File: config.mk
export PLATFORM = sky130hd
export DESIGN_NAME = enc_sequencer
export DESIGN_NICKNAME = d
export VERILOG_FILES = /design/src/rtl/enc_sequencer.sv
export SDC_FILE = /design/constraint.sdc
export NUM_CORES = 1
export LEC_CHECK = 0
export ABC_AREA = 1
export CAP_MARGIN = 0
export CORE_ASPECT_RATIO = 0.75
export CORE_MARGIN = 2
export CORE_UTILIZATION = 37
export CTS_CLUSTER_DIAMETER = 100
export CTS_CLUSTER_SIZE = 14
export DETAILED_ROUTE_END_ITERATION = 7
export DONT_BUFFER_PORTS = 1
export GPL_TIMING_DRIVEN = 0
export MAX_ROUTING_LAYER = met4
export SLEW_MARGIN = 20
export SYNTH_ARGS = -nofsm -noshare
export SYNTH_HDL_FRONTEND = slang
export SYNTH_SLANG_ARGS = --single-unit
File: constraint.sdc
create_clock -name Clock -period 7.2 [get_ports Clock]
set_clock_uncertainty 0.05 [all_clocks]
set_input_delay 0.36 -clock Clock [delete_from_list [all_inputs] [get_ports Clock]]
set_output_delay 0.36 -clock Clock [all_outputs]
set_load 0.02 [all_outputs]
File: src/rtl/enc_sequencer.sv
// 802.11a DATA-field bit sequencer (SERVICE, PSDU, TAIL, PAD) feeding a rate-1/2 convolutional encoder.
// Optional x^7+x^4+1 scrambler is compiled in when SCRAMBLER_EN is defined.
module enc_sequencer #(
    parameter logic [6:0] SCRAMBLER_SEED = 7'b1011101
) (
    input  logic        Clock,
    input  logic        Reset,
    input  logic        Start,
    input  logic [3:0]  Rate,
    input  logic [11:0] Length,
    input  logic [7:0]  DataIn,
    input  logic        DataValid,
    output logic        DataReady,
    output logic        BitOut,
    output logic        EncReset,
    output logic        Busy,
    output logic        Done,
    output logic        Error
);

    typedef enum logic [2:0] {S_IDLE, S_SERVICE, S_DATA, S_TAIL, S_PAD} state_t;

    state_t      r_state;
    state_t      w_state_nxt;
    logic        r_phase;
    logic [3:0]  r_cnt;
    logic [3:0]  w_cnt_nxt;
    logic [11:0] r_bytes_left;
    logic [11:0] r_accept_left;
    logic [7:0]  r_ndbps;
    logic [7:0]  r_sym_pos;
    logic        r_buf_full;
    logic [7:0]  r_buf;
    logic [7:0]  r_shift;
    logic [7:0]  w_shift_nxt;
    logic        r_bitout;
    logic        r_done;
    logic        r_error;
    logic [7:0]  w_ndbps_in;
    logic        w_start;
    logic        w_step;
    logic        w_load_byte;
    logic        w_byte_due;
    logic        w_bit_raw;
    logic        w_bit_final;
    logic        w_done;
    logic        w_error;
    logic        w_sym_wrap;
    logic        w_xfer;

    function automatic logic [7:0] f_ndbps(input logic [3:0] rate);
        case (rate)
            4'b1101: f_ndbps = 8'd24;
            4'b1111: f_ndbps = 8'd36;
            4'b0101: f_ndbps = 8'd48;
            4'b0111: f_ndbps = 8'd72;
            4'b1001: f_ndbps = 8'd96;
            4'b1011: f_ndbps = 8'd144;
            4'b0001: f_ndbps = 8'd192;
            4'b0011: f_ndbps = 8'd216;
            default: f_ndbps = 8'd0;
        endcase
    endfunction

    assign w_ndbps_in = f_ndbps(Rate);
    assign w_step     = r_phase && (r_state != S_IDLE);
    // Bit position inside the current OFDM symbol; wrapping after TAIL marks the frame end.
    assign w_sym_wrap = (r_sym_pos == (r_ndbps - 8'd1));
    assign w_byte_due = ((r_state == S_SERVICE) && (r_cnt == 4'd15)) ||
                        ((r_state == S_DATA) && (r_cnt == 4'd7) && (r_bytes_left != 12'd0));
    assign DataReady  = ((r_state == S_SERVICE) || (r_state == S_DATA)) &&
                        !r_buf_full && (r_accept_left != 12'd0);
    assign w_xfer     = DataValid && DataReady;

    assign BitOut   = r_bitout;
    assign EncReset = (r_state == S_IDLE);
    assign Busy     = (r_state != S_IDLE);
    assign Done     = r_done;
    assign Error    = r_error;

`ifdef SCRAMBLER_EN
    logic [6:0] r_scr;
    logic [6:0] w_scr_cur;
    logic       w_scr_bit;

    assign w_scr_cur   = w_start ? SCRAMBLER_SEED : r_scr;
    assign w_scr_bit   = w_scr_cur[6] ^ w_scr_cur[3];
    assign w_bit_final = w_bit_raw ^ (w_scr_bit & (w_state_nxt != S_TAIL));

    always_ff @(posedge Clock or posedge Reset) begin
        if (Reset) begin
            r_scr <= SCRAMBLER_SEED;
        end else if (w_start || w_step) begin
            r_scr <= {w_scr_cur[5:0], w_scr_bit};
        end
    end
`else
    assign w_bit_final = w_bit_raw;
`endif

    always_comb begin
        w_state_nxt = r_state;
        w_cnt_nxt   = r_cnt;
        w_shift_nxt = r_shift;
        w_bit_raw   = 1'b0;
        w_load_byte = 1'b0;
        w_start     = 1'b0;
        w_done      = 1'b0;
        w_error     = 1'b0;
        case (r_state)
            S_IDLE: begin
                if (Start) begin
                    if ((w_ndbps_in == 8'd0) || (Length == 12'd0)) begin
                        w_error = 1'b1;
                    end else begin
                        w_start     = 1'b1;
                        w_state_nxt = S_SERVICE;
                    end
                end
            end
            S_SERVICE, S_DATA: begin
                if (r_phase) begin
                    if (w_byte_due) begin
                        if (r_buf_full) begin
                            w_state_nxt = S_DATA;
                            w_cnt_nxt   = 4'd0;
                            w_load_byte = 1'b1;
                            w_shift_nxt = r_buf;
                            w_bit_raw   = r_buf[0];
                        end else begin
                            w_state_nxt = S_IDLE;
                            w_error     = 1'b1;
                        end
                    end else if (r_state == S_SERVICE) begin
                        w_cnt_nxt = r_cnt + 4'd1;
                    end else if (r_cnt != 4'd7) begin
                        w_cnt_nxt   = r_cnt + 4'd1;
                        w_shift_nxt = {1'b0, r_shift[7:1]};
                        w_bit_raw   = r_shift[1];
                    end else begin
                        w_state_nxt = S_TAIL;
                        w_cnt_nxt   = 4'd0;
                    end
                end
            end
            S_TAIL: begin
                if (r_phase) begin
                    if (r_cnt != 4'd5) begin
                        w_cnt_nxt = r_cnt + 4'd1;
                    end else if (w_sym_wrap) begin
                        w_state_nxt = S_IDLE;
                        w_done      = 1'b1;
                    end else begin
                        w_state_nxt = S_PAD;
                    end
                end
            end
            S_PAD: begin
                if (r_phase && w_sym_wrap) begin
                    w_state_nxt = S_IDLE;
                    w_done      = 1'b1;
                end
            end
            default: w_state_nxt = S_IDLE;
        endcase
    end

    always_ff @(posedge Clock or posedge Reset) begin
        if (Reset) begin
            r_state       <= S_IDLE;
            r_phase       <= 1'b0;
            r_cnt         <= 4'd0;
            r_bytes_left  <= 12'd0;
            r_accept_left <= 12'd0;
            r_ndbps       <= 8'd0;
            r_sym_pos     <= 8'd0;
            r_buf_full    <= 1'b0;
            r_bitout      <= 1'b0;
            r_done        <= 1'b0;
            r_error       <= 1'b0;
        end else begin
            r_state <= w_state_nxt;
            r_done  <= w_done;
            r_error <= w_error;
            if (w_state_nxt == S_IDLE) begin
                r_phase       <= 1'b0;
                r_cnt         <= 4'd0;
                r_bytes_left  <= 12'd0;
                r_accept_left <= 12'd0;
                r_sym_pos     <= 8'd0;
                r_buf_full    <= 1'b0;
                r_bitout      <= 1'b0;
            end else if (w_start) begin
                r_phase       <= 1'b0;
                r_cnt         <= 4'd0;
                r_bytes_left  <= Length;
                r_accept_left <= Length;
                r_ndbps       <= w_ndbps_in;
                r_sym_pos     <= 8'd0;
                r_buf_full    <= 1'b0;
                r_bitout      <= w_bit_final;
            end else begin
                r_phase <= ~r_phase;
                if (w_step) begin
                    r_cnt     <= w_cnt_nxt;
                    r_bitout  <= w_bit_final;
                    r_sym_pos <= w_sym_wrap ? 8'd0 : (r_sym_pos + 8'd1);
                    if (w_load_byte) begin
                        r_bytes_left <= r_bytes_left - 12'd1;
                    end
                end
                // Fill and drain of the one-byte buffer are mutually exclusive via DataReady.
                if (w_load_byte) begin
                    r_buf_full <= 1'b0;
                end else if (w_xfer) begin
                    r_buf_full    <= 1'b1;
                    r_accept_left <= r_accept_left - 12'd1;
                end
            end
        end
    end

    always_ff @(posedge Clock) begin
        if (w_xfer) begin
            r_buf <= DataIn;
        end
        if (w_step) begin
            r_shift <= w_shift_nxt;
        end
    end

endmodule

==> results.md, run 1 <==
| Metric | Reported |
|:---|:---|
| Switching power summed over all nets | 954.0 µW |
| Initial Utilization | 37.80% |
| Clock tree root driver cell | sky130_fd_sc_hd__clkbuf_16 |
| Proportion of synthesized chip area in sequential cells | 41.30% |
| Antenna-violating nets left | 0 |
| Antenna violations before repair | 0 |
| Setup crit start kind | flip-flop |
| Setup_tns | 0 ns |
| Area of the die | 12000 µm² |
| Clock tree sinks | 65 |
| Utilization after layout | 42.16% |
| Worst vdd rail ir drop | 0.1628 mV |
| Vertical die dimension | 95.39 µm |
| Number of enable-type register cells in the synthesized netlist | 15 |
| Period minus WS final | 2.875 ns |
| Post-CTS setup-driven buffer insertion count | 0 |
| Internal power | 1149 µW |
| Ratio of cells with drive above 1 in the final layout | 8.571% |
| Post-Place Cells | 718 |
| Count of max-cap constraint violations | 0 |
| Slew at the pin closest to its max-slew limit | 0.9910 ns |
| Top Layer Used | met4 |
| Final Non-Filler Cells | 735 |
| Number of cell rows | 33 |
| Kind of critical path | reg2reg |
| Number of synthesis warnings | 0 |
| Worst R2R Start | r_cnt[0] |
| Hold bufs inserted after CTS | 1 |
| Worst path arrival time | 2.77 ns |
| Critical hold path startpoint | DataIn[7] |
| Area growth from synthesis to layout | 11.54% |
| Global-route total usage across every layer | 17.39% |
| Combinational share of power | 51.8% |
| Number of I/O port buffers | 0 |
| Filler cells | 1115 |
| Outcome | finished clean |
| Async set or reset register ratio after synthesis | 76.92% |
| Sum of routed wire length over all layers | 9640 µm |
| Number of detailed-routing iterations run before antenna repair | 5 |
| Clock insertion delay at the later pin of the skew report | 0.33 ns |
| Maximum clock rate | 347.8 MHz |
| Switching fraction of total power | 45.37% |
| Clock transition at path regs | 0.06 ns |
| FF+latch count, synth | 65 |
| First DRT Iteration DRCs | 286 |
| Via count of the first global-routing pass | 3227 |
| DRC violation count after routing | 0 |
| Routed wirelength normalized by instance count | 13.12 µm |
| H-tree Lvls | 3 |
| Number of cells on the worst reg-to-reg path | 10 |
| Average footprint of a synthesized cell | 7.128 µm² |
| Required @ worst endpoint | 7.10 ns |
| Pwr dens | 457.5 nW/µm² |
| Total clock buffers created by CTS | 9 |
| Net count after synthesis | 612 |
| Antenna diode instance count | 0 |
| Slew HR | 33.79% |
| Met2 Routed Length | 4155 µm |
| Count of unique library cells instantiated by Yosys | 39 |
| Hold Path Depth | 0 |
| Most used DFF post-synth | sky130_fd_sc_hd__dfrtp_1 |
| Pin count of the biggest net entering global routing | 51 |
| Type of the most critical hold path | in2reg |
| Cells resized by post-CTS repair | 0 |
| Slack of the worst reg-to-reg path | 4.32 ns |
| Met3 WL post-DR | 464 µm |
| Floorplan Core Area | 10900 µm² |
| Clock share of power | 20.3% |
| Largest fanout on the critical path | 10 |
| Placed wire-length estimate | 7076 µm |
| Clock tree from TritonCTS | built |
| Final nets | 624 |
| Ratio of routed vias to standard cells | 4.951 |
| Netlist area before placement | 4120 µm² |
| Width of the die | 125.9 µm |
| Share of the clock period used by the worst path after layout | 39.93% |
| Global-route wire length before repair | 15860 µm |
| Final setup violating endpoints | 0 |
| Static power due to leakage | 0.002353 µW |
| Via count of the routed design | 3639 |
| Crit Reg-Reg Endpoint | r_shift[2] |
| Setup crit end kind | flip-flop |
| Number of endpoints with negative hold slack in the final report | 0 |
| GPL Wtd Cong | 0.8860 |
| Total power after layout | 2103 µW |
| Leading cell types by total area after synthesis | sky130_fd_sc_hd__dfrtp_1 (30%), sky130_fd_sc_hd__nand2_1 (13%), sky130_fd_sc_hd__edfxtp_1 (11%) |
| Metal-1 WL | 4804 µm |
| Fraction of synthesized cell area taken by the top area cell type | 30.37% |
| Final number of max-transition violations | 0 |
| Share of total power in sequential cells | 28.0% |
| Worst slack on hold paths | 0.07410 ns |
| Top Ports | 34 |
| Instance count of the mapped netlist | 578 |
| Worst min-delay path endpoint | r_buf[7] |
| Maximum count of clock buffers along a single path | 2 |
| Unrepaired setup endpoints after global routing | false |
| Total congestion overflow | 0 |
| Synth area leader | sky130_fd_sc_hd__dfrtp_1 |
[cell type report]
type                       instances  area [µm²]  area share [%]
multi-input combinational        404        1976           42.99
sequential                        65        1702           37.03
inverter                          90       340.3           7.405
clock buffer                      10       229.0           4.982
tap                              140       175.2           3.812
buffer                            19       105.1           2.287
clock inverter                     6       58.81           1.280
timing repair buffer               1       10.01          0.2178
[placed cells by master, fill, tap and decap left out, types with 2 or more instances in the layout]
cell type,n
sky130_fd_sc_hd__xor2_1,14
sky130_fd_sc_hd__nor2_1,61
sky130_fd_sc_hd__nand4_1,4
sky130_fd_sc_hd__nor3_1,6
sky130_fd_sc_hd__buf_2,5
sky130_fd_sc_hd__clkinv_1,2
sky130_fd_sc_hd__buf_4,5
sky130_fd_sc_hd__clkbuf_1,8
sky130_fd_sc_hd__nand3_1,79
sky130_fd_sc_hd__inv_1,83
sky130_fd_sc_hd__dfrtp_1,50
sky130_fd_sc_hd__a21oi_1,7
sky130_fd_sc_hd__o22ai_1,4
sky130_fd_sc_hd__or2_2,3
sky130_fd_sc_hd__o21ai_0,38
sky130_fd_sc_hd__nor2_2,9
sky130_fd_sc_hd__ha_1,6
sky130_fd_sc_hd__nand2_1,144
sky130_fd_sc_hd__edfxtp_1,15
sky130_fd_sc_hd__nand3_2,2
sky130_fd_sc_hd__nand2_2,2
sky130_fd_sc_hd__xnor2_1,8
sky130_fd_sc_hd__nand3b_1,2
sky130_fd_sc_hd__inv_2,6
sky130_fd_sc_hd__clkbuf_16,9
sky130_fd_sc_hd__or2_1,2
[worst max-delay path: stages (launching register included)]
cell,delay [ns]
sky130_fd_sc_hd__dfrtp_1,0.42
sky130_fd_sc_hd__ha_1,0.20
sky130_fd_sc_hd__nand2_1,0.11
sky130_fd_sc_hd__nor2_2,0.14
sky130_fd_sc_hd__inv_2,0.07
sky130_fd_sc_hd__nor2_2,0.07
sky130_fd_sc_hd__nand2_1,0.08
sky130_fd_sc_hd__nand2_2,0.12
sky130_fd_sc_hd__clkbuf_1,0.36
sky130_fd_sc_hd__a21oi_1,0.07
sky130_fd_sc_hd__nor3b_1,0.81
[power by group through the flow]
stage | Sequential (µW) | Combinational (µW) | Clock (µW)
after global routing | 604 | 1240 | 452
after floorplan | 568 | 865 | 0
final | 588 | 1090 | 426
after CTS | 587 | 1080 | 436
after global placement | 589 | 1060 | 0
after detailed placement | 591 | 1070 | 0
[cells in the mapped netlist, types with 2 or more instances]
cell type	number
sky130_fd_sc_hd__a21oi_1	7
sky130_fd_sc_hd__buf_2	5
sky130_fd_sc_hd__buf_4	5
sky130_fd_sc_hd__clkbuf_1	7
sky130_fd_sc_hd__dfrtp_1	50
sky130_fd_sc_hd__edfxtp_1	15
sky130_fd_sc_hd__ha_1	6
sky130_fd_sc_hd__inv_1	84
sky130_fd_sc_hd__inv_2	6
sky130_fd_sc_hd__nand2_1	144
sky130_fd_sc_hd__nand2_2	2
sky130_fd_sc_hd__nand3_1	79
sky130_fd_sc_hd__nand3_2	2
sky130_fd_sc_hd__nand3b_1	2
sky130_fd_sc_hd__nand4_1	4
sky130_fd_sc_hd__nor2_1	61
sky130_fd_sc_hd__nor2_2	9
sky130_fd_sc_hd__nor3_1	6
sky130_fd_sc_hd__o21ai_0	38
sky130_fd_sc_hd__o22ai_1	4
sky130_fd_sc_hd__or2_1	2
sky130_fd_sc_hd__or2_2	3
sky130_fd_sc_hd__xnor2_1	8
sky130_fd_sc_hd__xor2_1	14
[sequential cells by signal (all words and copies together) (netlist names), 3 cells and up]
name,cells
r_accept_left,12
r_buf,8
r_ndbps,6
r_sym_pos,8
r_cnt,4
r_bytes_left,12
r_state,3
r_shift,7
[logic make-up (layout without fill, tap and decap cells)]
family                   count (synthesis)  count (layout)  synth area share (%)
AND/OR/NAND/NOR                        318             318                 33.65
buffers and inverters                  109             126                 10.75
flip-flops                              65              65                 41.30
AO/OA/AOI/OAI                           58              58                 7.804
XOR/XNOR                                22              22                 4.677
adder cells (fa/ha/maj)                  6               6                 1.822
[metrics by stage]
| step | setup WS (ns) | instance area [µm²] |
|---|---|---|
| after floorplan | 4.801 | 4120 |
| after global placement | 4.417 | 4295 |
| after detailed placement | 4.292 | 4298 |
| after CTS | 4.295 | 4596 |
| after global routing | 4.039 | 4596 |
| final | 4.325 | 4596 |
[how the worst max path moves through the flow]
stage                         from         end  slack [ns]
after CTS                 r_cnt[0]  r_shift[6]        4.29
final                     r_cnt[0]  r_shift[2]        4.32
after floorplan           r_cnt[0]  r_shift[1]        4.80
after global placement    r_cnt[0]  r_shift[7]        4.42
after global routing      r_cnt[0]  r_shift[6]        4.04
after detailed placement  r_cnt[0]  r_shift[7]        4.29
[routing by layer]
| layer | GRT usage, % | vias to the layer above |
|---|---|---|
| met5 | - | - |
| met4 | 6.685 | 0 |
| met3 | 4.209 | 20 |
| met2 | 24.82 | 87 |
| met1 | 23.95 | 1672 |
| li1 | - | 1860 |
Power figures use the tool's default switching activity.
==> run 2, diff against run 1 <==
==> constraint.sdc (replaced) <==
create_clock -name Clock -period 2.55 [get_ports Clock]
set_clock_uncertainty 0.05 [all_clocks]
set_input_delay 0.1275 -clock Clock [delete_from_list [all_inputs] [get_ports Clock]]
set_output_delay 0.1275 -clock Clock [all_outputs]
set_load 0.02 [all_outputs]
==> run 2 against run 1 <==
  * Critical path depth up 2
  * Die area unchanged
  * First-iteration DRC count up 1.0%
  * Clock-buffer cell count unchanged
  * Worst setup slack worse by 4.1 ns
  * Worst hold slack worse by 0.062 ns
  * Sequential share of layout area down 1.1 points
  * Combinational power rose to 2.9 times the previous value
  * Global-route usage up 0.42 points
  * Flip-flop and latch count unchanged
  * Via count up 1.7%
  * Total power rose to 2.8 times the previous value
==> results.md, run 2 (synthesized netlist as in run 1, its figures left out) <==
| Metric | Reported | vs previous |
|:---|:---|:---|
| H-tree Lvls | 3 | unchanged |
| Area of the die | 12000 µm² | unchanged |
| Setup crit start kind | flip-flop |  |
| Worst min-delay path endpoint | r_bytes_left[11] |  |
| Clock tree root driver cell | sky130_fd_sc_hd__clkbuf_16 |  |
| Top Ports | 34 | unchanged |
| Final Non-Filler Cells | 747 | +1.6% |
| Post-CTS setup-driven buffer insertion count | 0 | unchanged |
| Commonest non-fill, non-tap cell in the layout | sky130_fd_sc_hd__nand2_1 |  |
| Total clock buffers created by CTS | 9 | unchanged |
| Post-Layout Inst Area | 4735 µm² | +3.0% |
| Series of cell instances along the critical path | inv_2, ha_1, or2_1, nand3_1, nand2_1, nor2_1, nand4_1, a21oi_2, nand2_4, buf_4, nand3_1, nand2_1 |  |
| Antenna violations before repair | 0 | unchanged |
| Ratio of routed vias to standard cells | 4.954 | about the same |
| Global-route wire length before repair | 16220 µm | +2.2% |
| Share of the clock period used by the worst path after layout | 92.61% | +53 points |
| Antenna-violating nets left | 0 | unchanged |
| Area growth from synthesis to layout | 14.91% |  |
| Clock insertion delay at the later pin of the skew report | 0.33 ns | about the same |
| Ratio of cells with drive above 1 in the final layout | 9.061% | +0.49 points |
| Type of the most critical hold path | in2reg |  |
| Slack of the worst reg-to-reg path | 0.19 ns | -4.14 ns |
| Worst path arrival time | 2.53 ns | -0.24 ns |
| DRC violation count after routing | 0 | unchanged |
| First DRT Iteration DRCs | 289 | +1.0% |
| Final nets | 636 | +1.9% |
| Post-Place Cells | 718 | unchanged |
| Crit Reg-Reg Endpoint | r_bytes_left[0] |  |
| Delay of the slowest cell on the worst path | 0.42 ns | -0.39 ns |
| Period minus WS final | 2.362 ns | -0.5134 ns |
| Number of cell rows | 33 | unchanged |
| Required @ worst endpoint | 2.72 ns | -4.38 ns |
| Placed wire-length estimate | 7076 µm | unchanged |
| Critical-path cell with the highest stage delay | sky130_fd_sc_hd__dfrtp_1 |  |
| Setup crit end kind | flip-flop |  |
| Via count of the routed design | 3701 | +1.7% |
| Number of detailed-routing iterations run before antenna repair | 4 | -1 |
| Outcome | finished clean |  |
| Floorplan Core Area | 10900 µm² | unchanged |
| Static power due to leakage | 0.002411 µW | +2.4% |
| Setup_tns | 0 ns | unchanged |
| Worst slack on hold paths | 0.01198 ns | -0.06212 ns |
| Global-route total usage across every layer | 17.80% | +0.42 points |
| Pin count of the biggest net entering global routing | 51 | unchanged |
| Vertical die dimension | 95.39 µm | unchanged |
| Registers with the highest flip-flop counts | r_accept_left (12), r_bytes_left (12) |  |
| Commonest cells after routing, fill and taps aside | sky130_fd_sc_hd__nand2_1 (144), sky130_fd_sc_hd__inv_1 (82), sky130_fd_sc_hd__nand3_1 (79) |  |
| Slew HR | 56.85% | +23 points |
| Clock tree sinks | 65 | unchanged |
| Worst vdd rail ir drop | 0.4520 mV | +180% |
| GPL Wtd Cong | 0.8860 | unchanged |
| Number of I/O port buffers | 0 | unchanged |
| Total congestion overflow | 0 | unchanged |
| Sum of routed wire length over all layers | 9927 µm | +3.0% |
| Final setup violating endpoints | 0 | unchanged |
| Dpl cell area | 4298 µm² | unchanged |
| Unrepaired setup endpoints after global routing | false |  |
| Number of endpoints with negative hold slack in the final report | 0 | unchanged |
| Largest fanout on the critical path | 10 | unchanged |
| Routed wirelength normalized by instance count | 13.29 µm | +1.3% |
| Clock transition at path regs | 0.05 ns | about the same |
| Kind of critical path | reg2reg |  |
| Slew at the pin closest to its max-slew limit | 0.6473 ns | -0.3437 ns |
| Via count of the first global-routing pass | 3305 | +2.4% |
| Critical hold path startpoint | Length[11] |  |
| Maximum clock rate | 423.4 MHz | +22% |
| Initial Utilization | 37.80% | unchanged |
| Clock tree from TritonCTS | built |  |
| Final number of max-transition violations | 0 | unchanged |
| Antenna diode instance count | 0 | unchanged |
| Width of the die | 125.9 µm | unchanged |
| Number of cells on the worst reg-to-reg path | 12 | +2 |
| Pwr dens | 1262 nW/µm² | +180% |
| Maximum count of clock buffers along a single path | 2 | unchanged |
| Worst R2R Start | r_ndbps[2] |  |
| Hold Path Depth | 4 | +4 |
| Filler cells | 1105 | -0.90% |
| Count of max-cap constraint violations | 0 | unchanged |
run 2: worst max-delay path: cells and delay by family (launching register included):
kind / cells / cell delay [ns]
flops: 1 / 0.42
buf+inv: 2 / 0.29
compound gates: 1 / 0.26
fa+ha+maj: 1 / 0.21
simple gates: 8 / 1.01
run 2: timing repair:
action	4_1_cts	5_1_grt
hold buffers	13	0
gates resized for setup	2	4
hold endpoints to repair	62	0
pin swaps	0	2
cloned	0	0
endpoints found under the setup margin	7	39
run 2: how the worst max path moves through the flow:
| stage | to | start | depth (start not counted) |
|---|---|---|---|
| 3_3_place_gp | r_shift[7] | r_cnt[0] | 10 |
| 2_1_floorplan | r_shift[1] | r_cnt[0] | 10 |
| 3_5_place_dp | r_shift[7] | r_cnt[0] | 10 |
| 6_report | r_bytes_left[0] | r_ndbps[2] | 12 |
| 5_1_grt | r_shift[6] | r_cnt[0] | 10 |
| 4_1_cts | r_shift[6] | r_cnt[0] | 10 |
run 2: power by group:
part | total [µW] | leakage, µW | switching [µW] | internal [µW]
clock network | 1200 | 0.000138 | 450 | 749
logic | 3110 | 0.00146 | 1990 | 1120
registers | 1670 | 0.000812 | 273 | 1390
total | 5980 | 0.00241 | 2710 | 3260
run 2: routing by layer:
metal  part of all wire, %  track usage [%]  up-vias  routed length, µm
li1                      -                -     1880                  -
met5                     0                -        -                  0
met2                    44            25.68       76               4376
met4                   1.8            6.685        0                177
met1                    50            24.48     1727               4974
met3                   4.0            4.153       18                398
run 2: through the flow:
step                      setup slack (ns)  utilization [%]  total power, µW
after floorplan                     0.1510                -             4045
after global placement             -0.2332            39.41             4651
after detailed placement           -0.3580            39.43             4690
after CTS                          0.06954            43.37             5958
after global routing               0.01512            43.43             6534
final                               0.1883            43.43             5977
run 2: area by class of cell:
class                      count  area (µm²)  area share, %
buffer                        19       106.4          2.246
inverter                      90       340.3          7.188
clock buffer                  10       229.0          4.836
timing repair buffer          13       130.1          2.748
clock inverter                 6       58.81          1.242
multi-input combinational    404        1993          42.10
tap                          140       175.2          3.700
sequential                    65        1702          35.94
==> run 3, diff against run 2 <==
--- a/config.mk
+++ b/config.mk
@@ -5,7 +5,6 @@
 export SDC_FILE = /design/constraint.sdc
 export NUM_CORES = 1
 export LEC_CHECK = 0
-export ABC_AREA = 1
 export CAP_MARGIN = 0
 export CORE_ASPECT_RATIO = 0.75
 export CORE_MARGIN = 2
==> run 3 against run 2 <==
  * Global-route usage rose by 0.87 points
  * Area after synthesis shrank 13%
  * First-iteration DRC count down 60%
  * Worst setup slack worse by 0.088 ns
  * Via count shrank 22%
  * Cell area fell by 5.8%
  * Largest cell class unchanged
==> results.md, run 3 <==
| Metric | Reported | vs previous |
|:---|:---|:---|
| Worst R2R Start | r_state[2] |  |
| Commonest non-fill, non-tap cell in the layout | sky130_fd_sc_hd__dfrtp_1 |  |
| Average footprint of a synthesized cell | 9.600 µm² | +35% |
| Commonest cells after routing, fill and taps aside | sky130_fd_sc_hd__dfrtp_1 (49), sky130_fd_sc_hd__nor2_1 (38), sky130_fd_sc_hd__nand2_1 (34) |  |
| Share of the clock period used by the worst path after layout | 96.06% | +3.4 points |
| Net count after synthesis | 407 | -33% |
| Maximum clock rate | 408.3 MHz | -3.6% |
| Pwr dens | 931.4 nW/µm² | -26% |
| Total power after layout | 4155 µW | -30% |
| Clock transition at path regs | 0.06 ns | about the same |
| Most used DFF post-synth | sky130_fd_sc_hd__dfrtp_1 |  |
| Leading cell types by total area after synthesis | sky130_fd_sc_hd__dfrtp_1 (35%), sky130_fd_sc_hd__edfxtp_1 (13%), sky130_fd_sc_hd__xnor2_1 (4.6%) |  |
| Antenna-violating nets left | 0 | unchanged |
| Clock share of power | 31.6% | +12 points |
| Period minus WS final | 2.449 ns | +0.08777 ns |
| Number of detailed-routing iterations run before antenna repair | 4 | unchanged |
| Floorplan Core Area | 9542 µm² | -12% |
| Vertical die dimension | 89.20 µm | -6.5% |
| Antenna diode instance count | 0 | unchanged |
| Final Non-Filler Cells | 552 | -26% |
| Crit Reg-Reg Endpoint | r_sym_pos[7] |  |
| Number of I/O port buffers | 0 | unchanged |
| Most frequent cell after synthesis | sky130_fd_sc_hd__dfrtp_1 |  |
| Global-route wire length before repair | 14750 µm | -9.1% |
| Proportion of synthesized chip area in sequential cells | 47.52% | +6.2 points |
| Slew HR | 53.74% | -3.1 points |
| Worst slack on hold paths | 0.03424 ns | +0.02226 ns |
| Clock insertion delay at the later pin of the skew report | 0.33 ns | about the same |
| Total clock buffers created by CTS | 9 | unchanged |
| Clock tree root driver cell | sky130_fd_sc_hd__clkbuf_16 |  |
| Worst vdd rail ir drop | 0.5117 mV | +13% |
| Type of the most critical hold path | in2reg |  |
| Async set or reset register ratio after synthesis | 76.92% | unchanged |
| Count of max-cap constraint violations | 0 | unchanged |
| Setup crit start kind | flip-flop |  |
| Combinational share of power | 29.7% | -22 points |
| Registers with the highest flip-flop counts | r_accept_left (12), r_bytes_left (12) |  |
| DRC violation count after routing | 0 | unchanged |
| Clock tree from TritonCTS | built |  |
| End point of the critical path | r_sym_pos[7] |  |
| Slew at the pin closest to its max-slew limit | 0.6886 ns | +0.04128 ns |
| Worst path arrival time | 2.66 ns | +0.13 ns |
| Number of synthesis warnings | 0 | unchanged |
| Post-Place Cells | 506 | -30% |
| Critical-path cell with the highest stage delay | sky130_fd_sc_hd__dfrtp_2 |  |
| H-tree Lvls | 3 | unchanged |
| Antenna violations before repair | 0 | unchanged |
| Routed wirelength normalized by instance count | 15.66 µm | +18% |
| Final number of max-transition violations | 0 | unchanged |
| Netlist area before placement | 3581 µm² | -13% |
| Area of the die | 10490 µm² | -13% |
| Largest fanout on the critical path | 9 | -1 |
| Pin count of the biggest net entering global routing | 28 | -45% |
| Number of cells on the worst reg-to-reg path | 8 | -4 |
| Total congestion overflow | 0 | unchanged |
| First DRT Iteration DRCs | 116 | -60% |
| Required @ worst endpoint | 2.76 ns | +0.04 ns |
| Switching power summed over all nets | 1447 µW | -47% |
| Number of endpoints with negative hold slack in the final report | 0 | unchanged |
| Final nets | 449 | -29% |
| Kind of critical path | reg2reg |  |
| Global-route total usage across every layer | 18.67% | +0.87 points |
| Setup crit end kind | flip-flop |  |
| Via count of the first global-routing pass | 2980 | -9.8% |
| Share of total power in sequential cells | 38.7% | +11 points |
| Slack of the worst reg-to-reg path | 0.10 ns | -0.09 ns |
| Width of the die | 117.6 µm | -6.6% |
| Synth area leader | sky130_fd_sc_hd__dfrtp_1 |  |
| Delay of the slowest cell on the worst path | 0.48 ns | +0.06 ns |
| Top Ports | 34 | unchanged |
| Outcome | finished clean |  |
| Unrepaired setup endpoints after global routing | true |  |
| Number of cell rows | 31 | -6.1% |
| Filler cells | 904 | -18% |
| Instance count of the mapped netlist | 373 | -35% |
| Internal power | 2707 µW | -17% |
| Sum of routed wire length over all layers | 8643 µm | -13% |
| Leading cell types by count after synthesis | sky130_fd_sc_hd__dfrtp_1 (50), sky130_fd_sc_hd__nor2_1 (39), sky130_fd_sc_hd__nand2_1 (35), sky130_fd_sc_hd__a21oi_1 (29), sky130_fd_sc_hd__xnor2_1 (19) |  |
| Ratio of cells with drive above 1 in the final layout | 13.57% | +4.5 points |
| Maximum count of clock buffers along a single path | 2 | unchanged |
| Setup_tns | 0 ns | unchanged |
| Series of cell instances along the critical path | or3_4, inv_2, and4_1, clkbuf_2, a311oi_2, o211ai_2, nand3_1, nor2_1 |  |
| Initial Utilization | 37.53% | -0.27 points |
| Clock tree sinks | 65 | unchanged |
| Placed wire-length estimate | 6165 µm | -13% |
| Final setup violating endpoints | 0 | unchanged |
| Area growth from synthesis to layout | 24.56% |  |
| Static power due to leakage | 0.001793 µW | -26% |
| Via count of the routed design | 2896 | -22% |
| GPL Wtd Cong | 0.8908 | +0.54% |
| Fraction of synthesized cell area taken by the top area cell type | 34.94% | +4.6 points |
| Count of unique library cells instantiated by Yosys | 62 | +59% |
| Number of enable-type register cells in the synthesized netlist | 15 | unchanged |
| Switching fraction of total power | 34.83% | -11 points |
| Ratio of routed vias to standard cells | 5.246 | +5.9% |
| Crit path from | r_state[2] |  |
| FF+latch count, synth | 65 | unchanged |
run 3: power groups by stage:
stage | clock network (µW) | registers [µW] | logic (µW)
after floorplan | 0 | 1550 | 905
after global placement | 0 | 1600 | 1100
after detailed placement | 0 | 1610 | 1130
after CTS | 1330 | 1600 | 1190
after global routing | 1390 | 1650 | 1400
final | 1310 | 1610 | 1230
run 3: routing by layer:
metal  track usage [%]  vias up  part of all wire [%]
li1                  -     1422                     -
met2             29.56       52                    45
met5                 -        -                     0
met4             6.134        0                   1.2
met1             23.69     1411                    49
met3             4.911       11                   3.9
run 3: cells by family after synthesis:
group / after synthesis / synth area share, %
flops: 65 / 47.52
mux: 7 / 2.166
compound gates: 76 / 13.87
fa+ha+maj: 6 / 2.096
simple gates: 152 / 21.70
buf+inv: 31 / 3.843
xor+xnor: 36 / 8.805
run 3: worst min-delay path by stage:
stage              start  slack (ns)  cells past startpoint          endpoint
5_1_grt          Rate[3]        0.05                      3        r_ndbps[7]
3_3_place_gp   DataIn[5]        0.18                      0          r_buf[5]
3_5_place_dp       Reset        0.04                      1  r_accept_left[6]
4_1_cts        Length[8]        0.02                      2  r_accept_left[8]
2_1_floorplan  DataIn[0]        0.18                      0          r_buf[0]
6_report         Rate[3]        0.03                      3        r_ndbps[7]
run 3: critical path: cells and delay by family, from the launching register on:
family                 cells  cell delay, ns
DFF                        1            0.48
buffers and inverters      2            0.41
and+or+nand+nor            4            1.17
AOI/OAI and AO/OA          2            0.26
run 3: what timing repair did:
action,4_1_cts,5_1_grt
hold endpoints to repair,57,1
endpoints found under the setup margin,43,46
resized for setup,6,12
setup buffers,0,3
hold buffers,26,1
pin swaps,0,4
run 3: cell type report:
class	count	area, µm²	share of cell area (%)
Buffer	14	77.57	1.739
Clock buffer	9	225.2	5.049
Clock inverter	7	92.59	2.076
Inverter	17	63.81	1.431
Multi-Input combinational cell	277	1821	40.81
Sequential cell	65	1703	38.18
Tap cell	132	165.2	3.703
Timing Repair Buffer	31	312.8	7.013
run 3: per-stage QoR:
| step | util, % | area (µm²) | worst slack [ns] |
|---|---|---|---|
| global route | 46.75 | 4461 | -0.002536 |
| global placement | 39.26 | 3746 | -0.1499 |
| CTS | 45.78 | 4368 | 0.01011 |
| detailed placement | 39.47 | 3766 | -0.1867 |
| finish | 46.75 | 4461 | 0.1006 |
| floorplan | - | 3581 | 0.2748 |
